**config.mk**
```make
export PLATFORM = sky130hd
export DESIGN_NAME = freq_meter_flat
export DESIGN_NICKNAME = d
export VERILOG_FILES = /design/src/rtl/freq_meter_pkg.sv /design/src/rtl/freq_meter_if.sv /design/src/rtl/freq_meter_edge_sync.sv /design/src/rtl/freq_meter.sv /design/src/flat_wrapper.sv
export SDC_FILE = /design/constraint.sdc
export NUM_CORES = 1
export LEC_CHECK = 0
export CORE_ASPECT_RATIO = 0.7
export CORE_UTILIZATION = 35
export CTS_CLUSTER_DIAMETER = 200
export CTS_CLUSTER_SIZE = 16
export DETAILED_ROUTE_END_ITERATION = 10
export PLACE_DENSITY = 0.62
export SLEW_MARGIN = 20
export SYNTH_ARGS = -nofsm -noshare
export SYNTH_HDL_FRONTEND = slang
export SYNTH_SLANG_ARGS = --single-unit
```
**constraint.sdc**
```tcl
create_clock -name clk -period 5 [get_ports clk]
set_input_delay 1 -clock clk [delete_from_list [all_inputs] [get_ports clk]]
set_output_delay 1 -clock clk [all_outputs]
set_load 0.005 [all_outputs]
```
**src/rtl/freq_meter_pkg.sv**
```systemverilog
// Shared types and helpers for the gated frequency meter.
package freq_meter_pkg;
  typedef enum logic [1:0] {IDLE, ARM, GATE, DONE} state_t;

  localparam int RESOLUTION_DEF = 32;
  localparam int GATE_LOG2_DEF  = 20;
  localparam int SHIFT          = RESOLUTION_DEF - GATE_LOG2_DEF;

  // Left shift that turns an edge count over 2^gate_log2 cycles into a tuning word.
  function automatic int shift_of(input int resolution, input int gate_log2);
    return resolution - gate_log2;
  endfunction
endpackage

```
**src/rtl/freq_meter_if.sv**
```systemverilog
// Control/result bundle of the frequency meter.
interface freq_meter_if #(parameter int RESOLUTION = 32);
  logic                  start;
  logic                  continuous;
  logic [RESOLUTION-1:0] frequency;
  logic                  valid;
  logic                  busy;
  logic                  no_signal;

  modport master (output start, continuous, input frequency, valid, busy, no_signal);
  modport slave  (input start, continuous, output frequency, valid, busy, no_signal);
endinterface

```
**src/rtl/freq_meter_edge_sync.sv**
```systemverilog
// Two-flop synchroniser plus registered rising-edge pulse for an async input.
module edge_sync (
  input  logic clk,
  input  logic reset,
  input  logic din,
  output logic pulse
);
  logic s1, s2, prev;

  always_ff @(posedge clk) begin
    if (reset) begin
      s1    <= 1'b0;
      s2    <= 1'b0;
      prev  <= 1'b0;
      pulse <= 1'b0;
    end else begin
      s1    <= din;
      s2    <= s1;
      prev  <= s2;
      pulse <= s2 & ~prev;
    end
  end
endmodule

```
**src/rtl/freq_meter.sv**
```systemverilog
// Gated frequency counter; result is a phase-accumulator tuning word.
module freq_meter
  import freq_meter_pkg::*;
#(
  parameter int RESOLUTION = 32,
  parameter int GATE_LOG2  = 20
) (
  input  logic         clk,
  input  logic         reset,
  input  logic         sig_in,
  freq_meter_if.slave  bus
);
  localparam int SH = shift_of(RESOLUTION, GATE_LOG2);

  state_t                 state, state_n;
  logic [GATE_LOG2-1:0]   gcnt, ecnt, ecnt_fin;
  logic [RESOLUTION-1:0]  freq_q;
  logic                   valid_q, nosig_q;
  logic                   edge_p, gate_tc;

  edge_sync u_sync (
    .clk   (clk),
    .reset (reset),
    .din   (sig_in),
    .pulse (edge_p)
  );

  assign gate_tc  = &gcnt;
  // An edge landing on the final gate cycle still belongs to this gate.
  assign ecnt_fin = ecnt + {{(GATE_LOG2-1){1'b0}}, edge_p};

  always_comb begin
    state_n = state;
    case (state)
      IDLE: if (bus.start || bus.continuous) state_n = ARM;
      ARM:  if (edge_p) state_n = GATE;
            else if (gate_tc) state_n = DONE;
      GATE: if (gate_tc) state_n = DONE;
      DONE: state_n = bus.continuous ? ARM : IDLE;
      default: state_n = IDLE;
    endcase
  end

  always_ff @(posedge clk) begin
    if (reset) begin
      state   <= IDLE;
      gcnt    <= '0;
      ecnt    <= '0;
      freq_q  <= '0;
      valid_q <= 1'b0;
      nosig_q <= 1'b0;
    end else begin
      state   <= state_n;
      valid_q <= (state_n == DONE);
      case (state)
        ARM: begin
          // The aligning edge restarts both counters and is not itself counted.
          if (edge_p) begin
            gcnt <= '0;
            ecnt <= '0;
          end else begin
            gcnt <= gcnt + 1'b1;
          end
        end
        GATE: begin
          gcnt <= gcnt + 1'b1;
          if (edge_p) ecnt <= ecnt + 1'b1;
        end
        default: begin
          gcnt <= '0;
          ecnt <= '0;
        end
      endcase
      if (state_n == DONE) begin
        nosig_q <= (state == ARM);
        freq_q  <= (state == ARM) ? '0 : ({{SH{1'b0}}, ecnt_fin} << SH);
      end
    end
  end

  assign bus.frequency = freq_q;
  assign bus.valid     = valid_q;
  assign bus.no_signal = nosig_q;
  assign bus.busy      = (state != IDLE);
endmodule

```
**src/flat_wrapper.sv**
```systemverilog
// flat-port wrapper written by rule: the top's interface ports become plain ports
module freq_meter_flat import freq_meter_pkg::*;
#(
  parameter int RESOLUTION = 32,
  parameter int GATE_LOG2  = 20
)
  (clk, reset, sig_in, bus_start, bus_continuous, bus_frequency, bus_valid, bus_busy, bus_no_signal);
  freq_meter_if #(.RESOLUTION(RESOLUTION)) bus_i ();
  input  logic clk;
  input  logic reset;
  input  logic sig_in;
  input wire logic [$bits(bus_i.start)-1:0] bus_start;
  input wire logic [$bits(bus_i.continuous)-1:0] bus_continuous;
  output wire logic [$bits(bus_i.frequency)-1:0] bus_frequency;
  output wire logic [$bits(bus_i.valid)-1:0] bus_valid;
  output wire logic [$bits(bus_i.busy)-1:0] bus_busy;
  output wire logic [$bits(bus_i.no_signal)-1:0] bus_no_signal;
  assign bus_i.start = bus_start;
  assign bus_i.continuous = bus_continuous;
  assign bus_frequency = bus_i.frequency;
  assign bus_valid = bus_i.valid;
  assign bus_busy = bus_i.busy;
  assign bus_no_signal = bus_i.no_signal;
  freq_meter #(.RESOLUTION(RESOLUTION), .GATE_LOG2(GATE_LOG2)) u_core (.clk(clk), .reset(reset), .sig_in(sig_in), .bus(bus_i));
endmodule
```
Word-level counts from Yosys, hierarchy flattened --
Index checks and enable logic that the tools add are counted. Widths: inputs -> output; s select.
Operators by class: eq/ne operators 6, multiplexer cells 11, bitwise logic cells 2, add/sub/neg operators 3, reductions and logical operators 5
Operator list (count):
- $pmux 20 s2 | 2
- $mux 20 | 3
- $add 20x1->20 const B | 2
- $mux 32 | 1
- $add 20x1->20 | 1
- $reduce_and 20->1 | 1
- $pmux 2 s4 | 1
- $eq 2x2->1 const B | 3
- $mux 2 | 3
- $ne 2x2->1 const B | 2
- $eq 2x1->1 const B | 1
- $logic_not 2->1 | 1
- $reduce_and 2->1 | 1
- $reduce_bool 2->1 | 1
- $and 1x1->1 | 1
- $logic_or 1x1->1 | 1
- $mux 1 | 1
- $not 1->1 | 1
Storage, ports and cells: register bits after elaboration 80, word-level logic and storage cells 37, output and inout bits 35

Longest topological paths before layout --
depth after elaboration 5, depth in mapped cells 10

Hierarchy --
Synthesis repeated with hierarchy kept, for this count alone.
Unflattened totals: cells, all modules 411, area, all modules 3504.6 um^2
By module, submodules not included:
- freq_meter | area an instance 3393.3 um^2, sequential area each 1281.2 um^2, cells an instance 403, instances 1
- edge_sync | area an instance 111.4 um^2, sequential area each 80.1 um^2, cells an instance 8, instances 1

Worst setup path before layout --
No wires, ideal clock.
path kind register to register, start reg u_core.state[1], end reg u_core.freq_q[19] (netlist: u_core.bus.frequency[19]), path slack 2683 ps, library setup time 101 ps, period minus slack after synthesis 2317 ps, arrival 2216 ps, stages on the path, launching flop included 11, cells stage by stage dfxtp_1 inv_1 ha_1 clkbuf_1 nor2b_1 o41ai_1 a21o_1 clkbuf_1 buf_1 o211ai_1 o41ai_1
Between the ends: longest elaborated chain between the ends 4, elaborated cells between the ends (all ways) 10, classes of those cells 4 x eq/ne; 5 x mux; 1 x reduce/logical
Ends and longest elaborated chain:
- start: declaration | line freq_meter.sv:15 | state_t state, state_n;
- start signal: assignment | line freq_meter.sv:53 | state <= state_n;
- $mux 2 | line freq_meter.sv:37, freq_meter.sv:38
- $mux 2 | line freq_meter.sv:36 | ARM: if (edge_p) state_n = GATE;
- $pmux 2 s4 | line freq_meter.sv:34 | case (state)
- $eq 2x2->1 | line freq_meter.sv:74 | if (state_n == DONE) begin
- end signal: assignment | line freq_meter.sv:76 | freq_q <= (state == ARM) ? '0 : ({{SH{1'b0}}, ecnt_fin} << SH);
- end: declaration | line freq_meter.sv:17 | logic [RESOLUTION-1:0] freq_q;
Parallel ways exist; a longest one is shown, timed or not. A chain may end at the register's enable or synchronous reset.

==> reports/metrics.yaml <==
global_route:
  grt_max_degree: 25
  grtUsageMet3: 0.04508
  grt_pass1_vias: 2501
  grtUsageMet1: 0.2422
  grt_antenna_before_repair: 0
  grt-ovfl-total: 0
  grtUsageMet2: 0.2146
  grt_pass1_wl_microns: 12670
  grtUsageTotal: 0.1608
  busiest_layer: "met1"
placement:
  gp_congestion: 0.8122
  io_buffers: 27
  dp_hpwl_microns: 5337
routing:
  drt_iter0_drc: 263
  drt_pass1_iterations: 4
  num_vias: 2727
  routed_wl_microns: 7569
  post_drt_wl_per_cell_microns: 14.20
  ant_nets: 0
  viasPerCell: 5.116
  drc: 0
power:
  peakVddDrop_mv: 0.1982
  intPower_mw: 1.013
  switching_share: 0.3009
  p_clk_frac: 0.421
  power_frac_comb: 0.191
  p_switching_mw: 0.4362
  power-per-cell-area_nw_per_um2: 366.9
  leakagePower_nw: 1.242
  finalPower_mw: 1.450
  p_seq_frac: 0.388
die:
  die_y_microns: 84.05
  die_x_microns: 119.2
  core_area_sq_um: 9180
  dieArea_sq_um: 10020
  pin_count: 40
  start_util: 0.3666
  fp-row-count: 29
critical_path:
  crit_type: "in -> reg"
  path_cells: "clkdlybuf4s50_1 > buf_4 > clkinv_1 > o21ai_1 > buf_4 > inv_1 > nand2_1 > nor2_1"
  arrival_ns: 3.44
  slowest_stage: "clkinv_1"
  critPathLaunchType: "input port"
  crit_family: "buffers and inverters"
  crit_required_ns: 5.19
  max_stage_delay_ns: 0.50
  cpMostUsedCell: "buf_4"
  crit_buf_inv: 5
  endpoint_kind: "flip-flop"
  crit_fanout: 24
cts:
  post-cts-setup-buffers: 0
  path_clk_slew_ns: 0.05
  ctsHoldBuffers: 0
  cts_root_buffer: "clkbuf_16"
  clk_path_buf_depth: 2
  h-tree-depth: 3
  clk-insertion-delay-late_ns: 0.33
  cts_tree: "done"
  clock_sinks: 68
  numCtsBuffers: 9
  cts_resized: 0
timing:
  grt_setup_unrepaired: "false"
  finClkSkew_ns: 0.005796
  fmax_mhz: 307.3
  tightest_slew_ns: 0.8171
  setup_violations: 0
  finalSetupTns_ns: 0
  fin_crit_ns: 3.255
  relSlewSlack: 0.4502
  hold_viol_final: 0
  slew_violations: 0
  fin_crit_sh: 0.6509
logic_synthesis:
  syn-cell-area_sq_um: 3366
  synth_seq_cells: 68
  yosysWarningCount: 0
  synthXorXnorAreaFrac: 0.1249
  syn-instance-count: 389
  synth-compound-area-share: 0.1323
  synth.area.top_cells: "dfxtp_1, xnor2_1, nor2_1, xor2_1, ha_1"
  synth_top_cell_area_share: 0.4045
  ys_types: 49
  synthMuxAreaShare: 0.002974
  yosys.area.top_type: "dfxtp_1"
  synth_area_per_cell_sq_um: 8.652
  synthArstFlopShare: 0
  synthSimpleGateAreaFrac: 0.2375
  synth_enable_flop_cells: 0
  synth_top_family_by_area: "simple AND/OR/NAND/NOR gates"
  ys_seq_area_frac: 0.4045
  synth_ff_type: "dfxtp_1"
  synth-adder-area-share: 0.03346
outcome:
  outcome: "complete, no violations"
final_layout:
  layout_common_cells: "dfxtp_1, nor2_1, xnor2_1"
  diodes: 0
  final_nets: 419
  drive_gt1_frac: 0.07579
  layout_commonest_cell: "dfxtp_1"
  syn_to_final_growth_pct: 17.40
run:
  cap_violations: 0
worst_hold_path:
  hp-class: "reg -> reg"
## worst paths after layout
kind	from	to	depth (start not counted)	slack [ns]
max	reset	u_core.gcnt[11]	8	1.75
min	u_core.u_sync.prev	u_core.u_sync.pulse	1	0.39
max reg2reg	u_core.state[1]	u_core.bus.frequency[28]	7	2.22
min reg2reg	u_core.u_sync.prev	u_core.u_sync.pulse	1	0.39
## routing by layer
| layer | up-vias | part of all wire |
|---|---|---|
| li1 | 1379 | - |
| met1 | 1272 | 0.55 |
| met2 | 67 | 0.39 |
| met3 | 9 | 0.048 |
| met4 | 0 | 0.013 |
| met5 | - | 0 |
## cell families after synthesis
logic type               Yosys count
other                              1
XOR/XNOR                          48
buffers and inverters             44
flip-flops                        68
multiplexers                       1
adder cells (fa/ha/maj)            9
AND/OR/NAND/NOR                  157
AO/OA/AOI/OAI                     61
## synth_stat cells, types with 2 or more instances
cell	count
dfxtp_1	68
inv_1	8
ha_1	9
xor2_1	18
clkbuf_1	20
nor2_1	47
or4_1	3
or4_4	2
nand3_1	14
or2_2	4
nor4_1	10
o21ai_0	10
a211oi_1	3
o31ai_1	2
nand4_1	11
and3_1	3
a31o_2	5
o211ai_1	11
nand2_1	28
and2_1	2
nor2b_1	5
a21oi_1	9
xnor2_1	30
buf_2	2
o311ai_0	2
o41ai_1	10
or3_1	6
buf_4	12
nor3_1	15
## flip-flops by register name (all words and copies together) (netlist names)
signal and cells:
u_core.state 2, u_core.bus.valid 1, u_core.u_sync.s2 1, u_core.bus.frequency 20
u_core.u_sync.prev 1, u_core.ecnt 20, u_core.bus.no_signal 1, u_core.u_sync.pulse 1
u_core.gcnt 20, u_core.u_sync.s1 1
## cell type report
class                   count  area [sq um]
clock inverters             5         53.80
inverters                   9         33.78
multi-input cells         288          1833
repair buffers             29         285.3
well taps                 124         155.1
clock buffers              10         229.0
fillers                   906          5229
flip-flops and latches     68          1361
## through the flow
step                      hold WS (ns)    util  std cells  cell area, sq um  setup slack (ns)
final                           0.3874  0.4304        533              3951             1.745
after global routing            0.3995  0.4304        533              3951             1.458
after CTS                       0.3916  0.4304        533              3951             1.762
after detailed placement        0.3846  0.3996        518              3669             1.405
after global placement          0.3713  0.3996        518              3669             1.493
after floorplan                 0.3674       -        400              3407             2.683
## power by group through the flow
stage	sequential (mW)	combinational [mW]	clock [mW]
floorplan	0.571	0.215	0
global placement	0.574	0.272	0
detailed placement	0.574	0.275	0
CTS	0.563	0.275	0.622
global route	0.565	0.309	0.646
finish	0.563	0.277	0.610
Note: power is estimated with default switching activity, not from simulation.
